$ cat config.mk
export PLATFORM = sky130hd
export DESIGN_NAME = bus_xfer_ctrl_flat
export DESIGN_NICKNAME = d
export VERILOG_FILES = /design/src/rtl/bus_xfer_ctrl_if.sv /design/src/rtl/bus_xfer_ctrl.sv /design/src/flat_wrapper.sv
export SDC_FILE = /design/constraint.sdc
export NUM_CORES = 1
export LEC_CHECK = 0
export CAP_MARGIN = 20
export CORE_MARGIN = 4
export CORE_UTILIZATION = 35
export CTS_CLUSTER_SIZE = 40
export DETAILED_ROUTE_END_ITERATION = 6
export PLACE_DENSITY = 0.76
export SKIP_CTS_REPAIR_TIMING = 1
export SLEW_MARGIN = 0
export SYNTH_ARGS = -nofsm -noshare
export SYNTH_HDL_FRONTEND = slang
export SYNTH_SLANG_ARGS = --single-unit
$ cat constraint.sdc
create_clock -name clk -period 1.85 [get_ports clk]
set_input_delay 0.2775 -clock clk [delete_from_list [all_inputs] [get_ports clk]]
set_output_delay 0.2775 -clock clk [all_outputs]
set_load 0.02 [all_outputs]
$ cat src/rtl/bus_xfer_ctrl_if.sv
// bus_xfer_ctrl_if: master-side request/data lines, shared slave bus and status
// from the transfer controller, grouped for the controller and its environment.
interface bus_xfer_if #(
    parameter int DW = 8,
    parameter int AW = 8
);
    logic [2:0]    gnt;
    logic [3*AW-1:0] m_addr;
    logic [11:0]   m_len;
    logic [3*DW-1:0] m_data;
    logic          bus_rdy;
    logic          bus_avalid;
    logic [AW-1:0] bus_addr;
    logic          bus_valid;
    logic [DW-1:0] bus_data;
    logic [2:0]    owner;
    logic [2:0]    m_ack;
    logic [2:0]    m_done;
    logic          busy;
    logic          err;

    modport master (
        output gnt, m_addr, m_len, m_data, bus_rdy,
        input  bus_avalid, bus_addr, bus_valid, bus_data, owner, m_ack, m_done, busy, err
    );

    modport slave (
        input  gnt, m_addr, m_len, m_data, bus_rdy,
        output bus_avalid, bus_addr, bus_valid, bus_data, owner, m_ack, m_done, busy, err
    );
endinterface

$ cat src/rtl/bus_xfer_ctrl.sv
// bus_xfer_ctrl: latches the granted master, muxes its address/data onto the
// shared bus and runs a counted burst with back-pressure and stall timeout.
module bus_xfer_ctrl #(
    parameter int DW  = 8,
    parameter int AW  = 8,
    parameter int TMO = 16
) (
    input logic       clk,
    input logic       rst,
    bus_xfer_if.slave bus
);
    typedef enum logic [2:0] {IDLE, ADDR, DATA, DONE, ABORT} state_t;
    localparam logic [7:0] STALL_MAX = 8'(TMO - 1);

    state_t        r_state, w_next;
    logic [2:0]    r_owner;
    logic [AW-1:0] r_addr, w_gaddr;
    logic [3:0]    r_cnt, w_glen;
    logic [7:0]    r_stall;
    logic          r_ill;
    logic [DW-1:0] w_data;
    logic          w_multi, w_one, w_valid, w_acc, w_tmo, w_end;

    // one-hot and-or muxes: live grant selects the capture, latched owner the data
    always_comb begin
        w_gaddr = '0;
        w_glen  = '0;
        w_data  = '0;
        for (int i = 0; i < 3; i++) begin
            w_gaddr = w_gaddr | (bus.m_addr[i*AW +: AW] & {AW{bus.gnt[i]}});
            w_glen  = w_glen | (bus.m_len[i*4 +: 4] & {4{bus.gnt[i]}});
            w_data  = w_data | (bus.m_data[i*DW +: DW] & {DW{r_owner[i]}});
        end
    end

    assign w_multi = |(bus.gnt & (bus.gnt - 3'd1));
    assign w_one   = (bus.gnt != 3'd0) && !w_multi;
    assign w_valid = r_state == DATA;
    assign w_acc   = w_valid && bus.bus_rdy;
    assign w_tmo   = w_valid && !bus.bus_rdy && r_stall == STALL_MAX;
    assign w_end   = r_state == DONE || r_state == ABORT;

    assign bus.bus_avalid = r_state == ADDR;
    assign bus.bus_valid  = w_valid;
    assign bus.bus_addr   = r_addr;
    assign bus.bus_data   = w_data;
    assign bus.owner      = r_owner;
    assign bus.m_ack      = r_owner & {3{w_acc}};
    assign bus.m_done     = r_owner & {3{w_end}};
    assign bus.busy       = r_state != IDLE;
    assign bus.err        = r_ill || r_state == ABORT;

    always_comb begin
        w_next = r_state;
        case (r_state)
            IDLE:    w_next = w_one ? ADDR : IDLE;
            ADDR:    w_next = DATA;
            DATA:    w_next = (w_acc && r_cnt == 4'd0) ? DONE : w_tmo ? ABORT : DATA;
            default: w_next = IDLE;
        endcase
    end

    always_ff @(posedge clk or negedge rst) begin
        if (!rst) r_state <= IDLE;
        else      r_state <= w_next;
    end

    always_ff @(posedge clk or negedge rst) begin
        if (!rst) begin
            r_owner <= '0;
            r_addr  <= '0;
            r_cnt   <= '0;
            r_stall <= '0;
            r_ill   <= 1'b0;
        end else begin
            r_ill   <= r_state == IDLE && w_multi;
            r_stall <= (w_valid && !bus.bus_rdy) ? r_stall + 8'd1 : 8'd0;
            if (r_state == IDLE && w_one) begin
                r_owner <= bus.gnt;
                r_addr  <= w_gaddr;
                r_cnt   <= w_glen;
            end else if (w_acc) begin
                r_addr <= r_addr + AW'(1);
                r_cnt  <= r_cnt - 4'd1;
            end else if (w_end) begin
                r_owner <= '0;
            end
        end
    end
endmodule

$ cat src/flat_wrapper.sv
// flat-port wrapper written by rule: the top's interface ports become plain ports
module bus_xfer_ctrl_flat 
#(
    parameter int DW  = 8,
    parameter int AW  = 8,
    parameter int TMO = 16
)
  (clk, rst, bus_gnt, bus_m_addr, bus_m_len, bus_m_data, bus_bus_rdy, bus_bus_avalid, bus_bus_addr, bus_bus_valid, bus_bus_data, bus_owner, bus_m_ack, bus_m_done, bus_busy, bus_err);
  bus_xfer_if #(.DW(DW), .AW(AW)) bus_i ();
  input logic clk;
  input logic rst;
  input wire logic [$bits(bus_i.gnt)-1:0] bus_gnt;
  input wire logic [$bits(bus_i.m_addr)-1:0] bus_m_addr;
  input wire logic [$bits(bus_i.m_len)-1:0] bus_m_len;
  input wire logic [$bits(bus_i.m_data)-1:0] bus_m_data;
  input wire logic [$bits(bus_i.bus_rdy)-1:0] bus_bus_rdy;
  output wire logic [$bits(bus_i.bus_avalid)-1:0] bus_bus_avalid;
  output wire logic [$bits(bus_i.bus_addr)-1:0] bus_bus_addr;
  output wire logic [$bits(bus_i.bus_valid)-1:0] bus_bus_valid;
  output wire logic [$bits(bus_i.bus_data)-1:0] bus_bus_data;
  output wire logic [$bits(bus_i.owner)-1:0] bus_owner;
  output wire logic [$bits(bus_i.m_ack)-1:0] bus_m_ack;
  output wire logic [$bits(bus_i.m_done)-1:0] bus_m_done;
  output wire logic [$bits(bus_i.busy)-1:0] bus_busy;
  output wire logic [$bits(bus_i.err)-1:0] bus_err;
  assign bus_i.gnt = bus_gnt;
  assign bus_i.m_addr = bus_m_addr;
  assign bus_i.m_len = bus_m_len;
  assign bus_i.m_data = bus_m_data;
  assign bus_i.bus_rdy = bus_bus_rdy;
  assign bus_bus_avalid = bus_i.bus_avalid;
  assign bus_bus_addr = bus_i.bus_addr;
  assign bus_bus_valid = bus_i.bus_valid;
  assign bus_bus_data = bus_i.bus_data;
  assign bus_owner = bus_i.owner;
  assign bus_m_ack = bus_i.m_ack;
  assign bus_m_done = bus_i.m_done;
  assign bus_busy = bus_i.busy;
  assign bus_err = bus_i.err;
  bus_xfer_ctrl #(.DW(DW), .AW(AW), .TMO(TMO)) u_core (.clk(clk), .rst(rst), .bus(bus_i));
endmodule
==> flow_results.org, run 1 <==
** Detailed routing
- The pre-antenna-repair detailed-routing pass consisted of 5 iterations.
- Summing over every cut layer, the via total after detailed routing is 1880.
- Antenna Violating Nets Remaining :: 0
- Overall routed net length :: roughly 5.4 mm
- Wire length per cell after detailed routing :: around 15 µm
- Drt drc :: 0
- Dividing the detail-routed via count by the number of cells gives ~5.3.
- DR iter-0 viols :: roughly 130

** Worst setup path
- Category of the critical setup timing path :: flip-flop to flip-flop
- In this design, the largest share of critical-path delay is due to simple AND/OR/NAND/NOR gates.
- Critical Path Start :: u_core.r_state[0]$_DFF_PN0_
- Setup crit end :: u_core.bus.bus_addr[3]$_DFFE_PN0P_
- In this run the worst path has a maximum fanout of 8.
- The worst setup path is captured at a flip-flop.
- For this run, the slowest stage of the critical path takes roughly 460 ps.
- Logic depth of the worst register-to-register path :: 4
- Cell with the largest stage delay on the worst path :: sky130_fd_sc_hd__dfrtp_2
- The critical path runs through a total of 4 cells.
- At the worst endpoint, the required time is roughly 2000 ps.
- The worst setup path is launched from a flip-flop.
- Across all register-to-register paths, the minimum setup slack is roughly 70 ps.
- Critical path cell sequence :: nand2b_4 -> or3b_1 -> and2_4 -> a2111o_1
- Worst Path Buf+Inv :: 0
- Data arrives at the worst endpoint at 1930 ps.
- Reg-to-reg critical path endpoint :: u_core.bus.bus_addr[3]$_DFFE_PN0P_
- The startpoint identified for the worst register-to-register timing path is u_core.r_state[0]$_DFF_PN0_.

** Flow run
- Number of maximum-capacitance constraint violations :: 0

** Yosys
- Part of the Yosys area used for sequential elements :: about 39%
- Top-count cell post-synth :: sky130_fd_sc_hd__dfrtp_1
- Fraction of registers with async set or reset after synthesis :: 100.0%
- Summing every instance area after synthesis gives 0.001745 mm².
- Synthesized netlist net count :: ~250
- Cell variety after synth :: 44
- Mapped Cells :: 183
- Synth warnings :: 0
- Post-synthesis area per instance :: approximately 9.5 µm²
- In this run the biggest area consumer among cell types represents 38.71% of the synthesized area.
- Number of synthesized flops with an enable pin :: 0
- By count the netlist is led by sky130_fd_sc_hd__dfrtp_1, sky130_fd_sc_hd__a222oi_1, sky130_fd_sc_hd__inv_1, sky130_fd_sc_hd__nor2_1, sky130_fd_sc_hd__clkbuf_1.
- Number of synthesized register bits :: 27
- Of all cell types, the one taking the most synthesized area is sky130_fd_sc_hd__dfrtp_1.
- Among all flip-flop cells after synthesis, the most frequent one is sky130_fd_sc_hd__dfrtp_1.
- By area the synthesized netlist is led by sky130_fd_sc_hd__dfrtp_1, sky130_fd_sc_hd__a222oi_1, sky130_fd_sc_hd__and3_1, sky130_fd_sc_hd__inv_1, sky130_fd_sc_hd__nor2_1.

** Final layout
- Post-layout utilization of the core :: between 60 and 70%
- The net count of the finished layout is 356.
- Leaving out filler cells and counting taps, the final layout contains between 300 and 400.
- The post-route netlist has between 10% and 20% of its cells at a drive strength greater than 1.
- Summing all non-filler instances in the final layout gives an area of 0.002939 mm².
- The area growth from synthesis to layout is 68.39%.
- Number of diodes :: 0

** Pwr
- Across the VDD grid, the largest voltage drop is between 0.6 and 0.7 mV.
- In this run the static leakage power is between 1 and 1.5 nW.
- Power per cell area :: around 1200 mW/mm²
- Power comes to 3.474 mW.

** STA
- Accumulated negative setup slack :: 0 ps
- Hold violation count in the final report :: 0
- Setup repair after global routing left no endpoint under its margin.
- Achievable clock frequency :: approximately 560 MHz
- The smallest clock period supported by the final layout is computed as ~1800 ps.
- Setup violations, final :: 0
- The final-report max-slew violation count was 0.
- Measured against its own limit, the worst slew margin works out to between 70% and 80%.
- After layout, the worst path uses between 90 and 100% of the clock period.
- Layout Skew :: around 7.5 ps
- Worst-Margin Slew :: ~350 ps

** Outcome
- The flow ran to the end, and the final reports show no timing, DRC or antenna violations.

** Hold path
- The path class of the tightest hold or removal check is input pin to asynchronous set/reset pin.

** CTS
- The root buffer cell chosen for the clock tree is sky130_fd_sc_hd__clkbuf_8.
- At the later pin of the worst-skew pair, clock insertion delay measures 270 ps.
- In this run, CTS created clock tree buffers numbering 3.
- Clock sink count :: 27
- CTS H-tree depth :: 1
- Maximum root-to-sink buffer count :: 2
- TritonCTS built the clock tree.
- Post-CTS clock slew at the launch and capture registers of the worst setup and hold paths :: around 100 ps

** Floorplan
- Floorplan Core Area :: 0.004786 mm²
- Once the floorplan was initialized, standard cells occupied a little over a third of the core.
- Die Height :: 78.62 µm
- The floorplan has 25 rows.
- In this run the horizontal extent of the chip is around 79 µm.
- For this design the top-level I/O count stands at 95.
- Overall die area :: 0.006181 mm²

** Global routing
- Total congestion overflow after global routing :: 0
- In the global route stage, overall resource usage came out at ~17%.
- Number of global-route vias before repair :: approximately 1800
- The initial antenna violation count is 0.
- Global-route wire length before repair :: between 8 and 9 mm
- Maximum number of pins on one net before global-route repair :: 28

** Placed design
- During placement, the flow inserted port buffers numbering 94.
- Routability-driven placement finished with a final weighted congestion of roughly 0.79.
- After legalization and detailed placement, the total HPWL measured about 4.2 mm.
- Post-placement cell count :: ~350
- Once placement finished, the instance area stood at between 0.002 and 0.003 mm².
## cell families (layout without fill, tap and decap cells)
| kind of cell | Yosys count | count (layout) | synth area share, % |
|---|---|---|---|
| xor gates and xnor gates | 7 | 7 | 3.513 |
| and+or+nand+nor | 64 | 64 | 20.29 |
| DFF | 27 | 27 | 38.71 |
| AOI/OAI and AO/OA | 50 | 50 | 26.45 |
| muxes | 1 | 1 | 0.6451 |
| buffers and inverters | 30 | 132 | 7.527 |
| adders and majority gates | 4 | 4 | 2.867 |
## report_power, final
group	leakage, nW	internal (mW)	switching [mW]
sequential	0.337	0.799	0.313
clock	0.0228	0.154	0.187
combinational	1.11	1.08	0.941
## metal layers
layer  vias to the layer above  routed length, µm  global-route usage, %
met5                         -                  0                      0
met4                         0                 35                  3.671
met3                         2                408                  2.982
met2                        79               2558                  28.27
met1                       884               2381                  22.69
li1                        915                  -                      -
## how the worst min path moves through the flow
stage,start,endpoint,slack [ps],depth (start not counted)
after global routing,rst,u_core.r_stall[6]$_DFF_PN0_,390,2
after global placement,u_core.r_stall[0]$_DFF_PN0_,u_core.r_stall[0]$_DFF_PN0_,440,1
after CTS,rst,u_core.r_stall[3]$_DFF_PN0_,380,2
after detailed placement,u_core.r_stall[0]$_DFF_PN0_,u_core.r_stall[0]$_DFF_PN0_,460,1
after floorplan,rst,u_core.bus.bus_addr[0]$_DFFE_PN0P_,-20,0
final,rst,u_core.r_stall[3]$_DFF_PN0_,360,2
## state kept, by name (all words and copies together), names as in the netlist
signal	cells
u_core.bus.bus_addr	8
u_core.bus.owner	3
u_core.r_cnt	4
u_core.r_ill	1
u_core.r_stall	8
u_core.r_state	3
## through the flow
| stage | setup WS, ps | hold slack, ps |
|---|---|---|
| 2_1_floorplan | 7.837 | -18.09 |
| 3_3_place_gp | -220.6 | 441.9 |
| 3_5_place_dp | -261.3 | 457.7 |
| 4_1_cts | -289.1 | 375.6 |
| 5_1_grt | 10.81 | 388.6 |
| 6_report | 70.04 | 357.2 |
## cell type report
class	count	area (µm²)
Tap cell	67	83.83
Clock buffer	4	45.04
Fill cell	425	1847
Timing Repair Buffer	113	1121
Multi-Input combinational cell	126	950.9
Sequential cell	27	681.9
Inverter	15	56.30
## cells in the final DEF, fill, tap and decap left out, drive strengths merged, types with 2 or more instances in the layout
master	instances
and2	4
nand3	7
nand2	5
dfrtp	27
nor4	2
ha	4
nor3	5
o221ai	3
xnor2	4
nor2	15
a21oi	2
a21o	6
buf	19
nand2b	2
and3	9
clkdlybuf4s50	76
o22ai	3
xor2	3
a222oi	20
dlymetal6s2s	17
a2111o	2
clkbuf	5
a2111oi	2
inv	15
nand4	2
nor2b	5
a32o	3
nand3b	3
Power figures use the tool's default switching activity.
==> inputs of run 2 (changes only) <==
--- a/config.mk
+++ b/config.mk
@@ -5,9 +5,10 @@
 export SDC_FILE = /design/constraint.sdc
 export NUM_CORES = 1
 export LEC_CHECK = 0
+export ABC_AREA = 1
 export CAP_MARGIN = 20
 export CORE_MARGIN = 4
-export CORE_UTILIZATION = 35
+export CORE_UTILIZATION = 36
 export CTS_CLUSTER_SIZE = 40
 export DETAILED_ROUTE_END_ITERATION = 6
 export PLACE_DENSITY = 0.76
==> run 2 against run 1 <==
  * Non-clock buffer count shrank 9
  * Highest routed layer unchanged
  * Count of clock-buffer cells in the layout shrank 1
  * Largest power group unchanged
  * Wire length shrank 0.58%
  * Global-route usage shrank 1.6 points
  * Clock skew shrank 4.6 ps
  * Largest cell class is now multi-input gates
  * Synthesized cell count grew 56%
==> flow_results.org, run 2 <==
** Floorplan
- The floorplan step defined a die boundary enclosing 0.006467 mm².
- Placement Rows :: 26
- Floorplan Core Area :: between 0.005 and 0.006 mm²
- The floorplan step set the die height to 80.42 µm.
- The die is approximately 80 µm wide.
- For this configuration, the core starts out at a cell density of ~37%.
- For this design the top-level I/O count stands at 95.

** Yosys
- The synthesized design contains 27 register bits.
- Main synth FF type :: sky130_fd_sc_hd__dfrtp_1
- Ranked by instance count, the synthesized netlist is headed by sky130_fd_sc_hd__nand2_1, sky130_fd_sc_hd__nand3_1, sky130_fd_sc_hd__dfrtp_1, sky130_fd_sc_hd__nor2_1, sky130_fd_sc_hd__inv_1.
- In the synthesized netlist, the number of instances is 286.
- Of all cell types, the one taking the most synthesized area is sky130_fd_sc_hd__dfrtp_1.
- Cell variety after synth :: 27
- Synth warnings :: 0
- Summing the areas of all fa, ha and maj instances in the mapped netlist gives roughly 2.7% of the synthesized area.
- Fraction of registers with async set or reset after synthesis :: 100.0%
- Summing the areas of all xor and xnor instances in the mapped netlist gives under 10% of the synthesized area.
- Cell area after synthesis :: about 0.0019 mm²
- Synthesized netlist net count :: about 360
- Top-count cell post-synth :: sky130_fd_sc_hd__nand2_1
- By area the synthesized netlist is led by sky130_fd_sc_hd__dfrtp_1, sky130_fd_sc_hd__nand2_1, sky130_fd_sc_hd__nand3_1, sky130_fd_sc_hd__nor2_1, sky130_fd_sc_hd__inv_1.
- The portion of synthesized area spent on multiplexers is 0%.
- Part of the Yosys area used for sequential elements :: 35.79%
- Number of synthesized flops with an enable pin :: 0
- Simple-gate share of the synthesized area :: a little under half
- Share of Yosys cell area claimed by the top area cell type :: 35.79%
- Post-synthesis area per instance :: ~6.6 µm²
- Largest family of logic cells by synthesized area :: simple AND/OR/NAND/NOR gates
- Share of the synthesized area in compound gates (AO/OA/AOI/OAI) :: a little over 6%

** Detailed routing
- Vias after detailed routing :: roughly 2200
- Post-Route M1 WL :: 2.362 mm
- After detailed routing, the total wire length is 5.352 mm.
- Wire segments on met2 add up to 2.383 mm in the final route.
- WL met3 :: between 500 and 600 µm
- The first TritonRoute pass finished after 4 iterations.
- The first routing iteration left ~170 violations.
- In the routed design, unresolved DRC markers number 0.
- Dividing the detail-routed via count by the number of cells gives roughly 4.8.
- Wire length per cell after detailed routing :: roughly 12 µm
- Uppermost layer routed :: met4
- Antenna Violating Nets Remaining :: 0

** STA
- Subtracting the final worst setup slack from the clock period gives about 1800 ps.
- Hold violation count in the final report :: 0
- For the pin with the worst max-slew slack, the measured transition is about 420 ps.
- Worst slew margin :: slightly above 70%
- Setup violations, final :: 0
- After layout, the worst setup slack is roughly 53 ps.
- Layout Skew :: roughly 3.0 ps
- Achievable clock frequency :: 556.5 MHz
- The final-report max-slew violation count was 0.
- Final period utilization :: ~97%

** Hold path
- The tightest min-delay check is of the input pin to asynchronous set/reset pin type.

** Worst setup path
- Endpoint required time on the critical path :: 1570 ps
- Cell with the largest stage delay on the worst path :: sky130_fd_sc_hd__clkdlybuf4s50_1
- Logic depth of the worst register-to-register path :: 7
- Counting buffers and inverters, the worst setup path is 3 cells deep.
- For the worst setup path, the data arrival time is roughly 1500 ps.
- Among cell families on the critical path, the largest total delay comes from buffers and inverters.
- Walking the worst path, the cells encountered are nand2_1 -> nand3_1 -> clkdlybuf4s50_1.
- Along the worst path, the maximum fanout reaches 10.
- Kind of launch point of the worst setup path :: flip-flop
- The largest single stage delay on the critical path is ~600 ps.
- The worst setup path is captured at an output port.
- Category of the critical setup timing path :: flip-flop to output port
- Worst Path Buf+Inv :: 1

** Global routing
- Antenna violations before repair :: 0
- Total congestion overflow after global routing :: 0
- Overall Global Routing Usage :: 15.33%
- Maximum number of pins on one net before global-route repair :: 28
- The first global-routing pass estimated between 8 and 9 mm of wire.
- Number of global-route vias before repair :: about 1800

** CTS
- The cell sitting at the root of the clock tree is a sky130_fd_sc_hd__clkbuf_8.
- CTS saw 27 sinks.
- Clock latency on the worst-skew pair, taken at its later pin, is roughly 270 ps.
- CTS tree :: built
- Number of clock buffers inserted by TritonCTS :: 3
- Post-CTS clock slew at the launch and capture registers of the worst setup and hold paths :: ~90 ps
- In this run the deepest clock path goes through 2 buffers.
- CTS H-tree depth :: 1

** Pwr
- Sw Share :: between 40 and 50%
- Power per cell area :: roughly 1200 mW/mm²
- Combinational logic burns 60.2% of the power.
- Switching pwr :: 1.548 mW
- The share of total power dissipated in sequential elements is a little under a third.
- Maximum VDD drop :: 0.4159 mV
- Design internal power :: between 1.5 and 2 mW
- Clock power share :: ~9.7%
- Leakage power total :: between 1.5 and 2 nW
- Final total power :: ~3.5 mW

** Final layout
- Commonest non-fill, non-tap cells in the layout :: sky130_fd_sc_hd__nand2_1, sky130_fd_sc_hd__clkdlybuf4s50_1, sky130_fd_sc_hd__nand3_1, sky130_fd_sc_hd__nor2_1, sky130_fd_sc_hd__dfrtp_1
- In the final layout, the share of cells above drive strength 1 is roughly 7.8%.
- 0 antenna diodes ended up in the layout.
- Layout fillers :: between 400 and 500
- The net count of the finished layout is roughly 450.
- In the final layout, flip-flops and latches occupy between 600 and 700 µm².
- Compared with the post-synthesis result, the final layout area differs by 59.51%.
- The library cell used most frequently in the layout, excluding fill and tap cells, is sky130_fd_sc_hd__nand2_1.
- Summing all multi-input logic gate instances after layout gives between 0.001 and 0.0015 mm².

** Outcome
- The run finished with clean final reports.

** Placed design
- At the end of routability-driven placement, the weighted congestion stood at roughly 0.84.
- Detailed-placement wirelength estimate :: roughly 4.3 mm
- Port-buffer cells :: 94
- Timing analysis after detailed placement gives a worst setup slack of -70.34 ps.

** Flow run
- Max-cap violations in this run came to 0.
==> run 2: cell types whose count changed after synthesis, sizes merged, moves of 5 or more <==
cell,change
a222oi,-20
clkbuf,-7
nand2,+88
a21oi,+5
inv,+10
nor2,+13
a21o,-5
o21ai,+8
nor2b,-5
and3,-9
nand3,+62
==> run 2: worst paths after layout <==
path | from | slack [ps] | to
hold / removal | rst | 360 | u_core.r_stall[2]$_DFF_PN0_
min in group clk | u_core.r_stall[0]$_DFF_PN0_ | 460 | u_core.r_stall[0]$_DFF_PN0_
setup reg to reg | u_core.r_state[1]$_DFF_PN0_ | 400 | u_core.r_cnt[2]$_DFFE_PN0P_
hold reg to reg | u_core.r_stall[0]$_DFF_PN0_ | 460 | u_core.r_stall[0]$_DFF_PN0_
setup / recovery | u_core.bus.owner[0]$_DFFE_PN0P_ | 50 | bus_bus_data[5]
max in group asynchronous | rst | 1210 | u_core.bus.owner[2]$_DFFE_PN0P_
==> run 2: layer usage <==
metal | vias up | GRT usage, %
met2 | 89 | 26.74
li1 | 1117 | -
met3 | 4 | 3.700
met4 | 0 | 3.547
met1 | 973 | 18.98
met5 | - | 0
==> run 2: kinds of logic after synthesis <==
group,after synthesis
buf+inv,36
fa+ha+maj,4
xor+xnor,4
compound gates,19
flops,27
simple gates,196
==> run 2: cell type report <==
class | instances | area share, %
flip-flops and latches | 27 | 22.56
clock buffers | 3 | 1.371
repair buffers | 104 | 34.90
clock inverters | 1 | 0.1662
well taps | 70 | 2.908
multi-input cells | 223 | 34.98
inverters | 25 | 3.116
==> run 2: power by group through the flow <==
stage	Combinational (mW)	Clock (mW)	Sequential, mW
finish	2.09	0.334	1.05
global route	2.30	0.363	1.08
CTS	2.08	0.342	1.04
detailed placement	2.07	0	1.05
global placement	2.04	0	1.04
floorplan	1.15	0	1.09
==> run 2: per-stage QoR <==
stage / hold WS (ps) / setup TNS, ps / cell area [µm²] / std cells / utilization (%)
2_1_floorplan: -18.09 / 0 / 1888 / 286 / -
3_3_place_gp: 448.4 / -127.6 / 2904 / 446 / 56.86
3_5_place_dp: 456.0 / -191.4 / 2904 / 446 / 56.86
4_1_cts: 379.9 / -2254 / 2950 / 450 / 57.77
5_1_grt: 407.4 / -45.14 / 3012 / 453 / 58.97
6_report: 360.4 / 0 / 3012 / 453 / 58.97
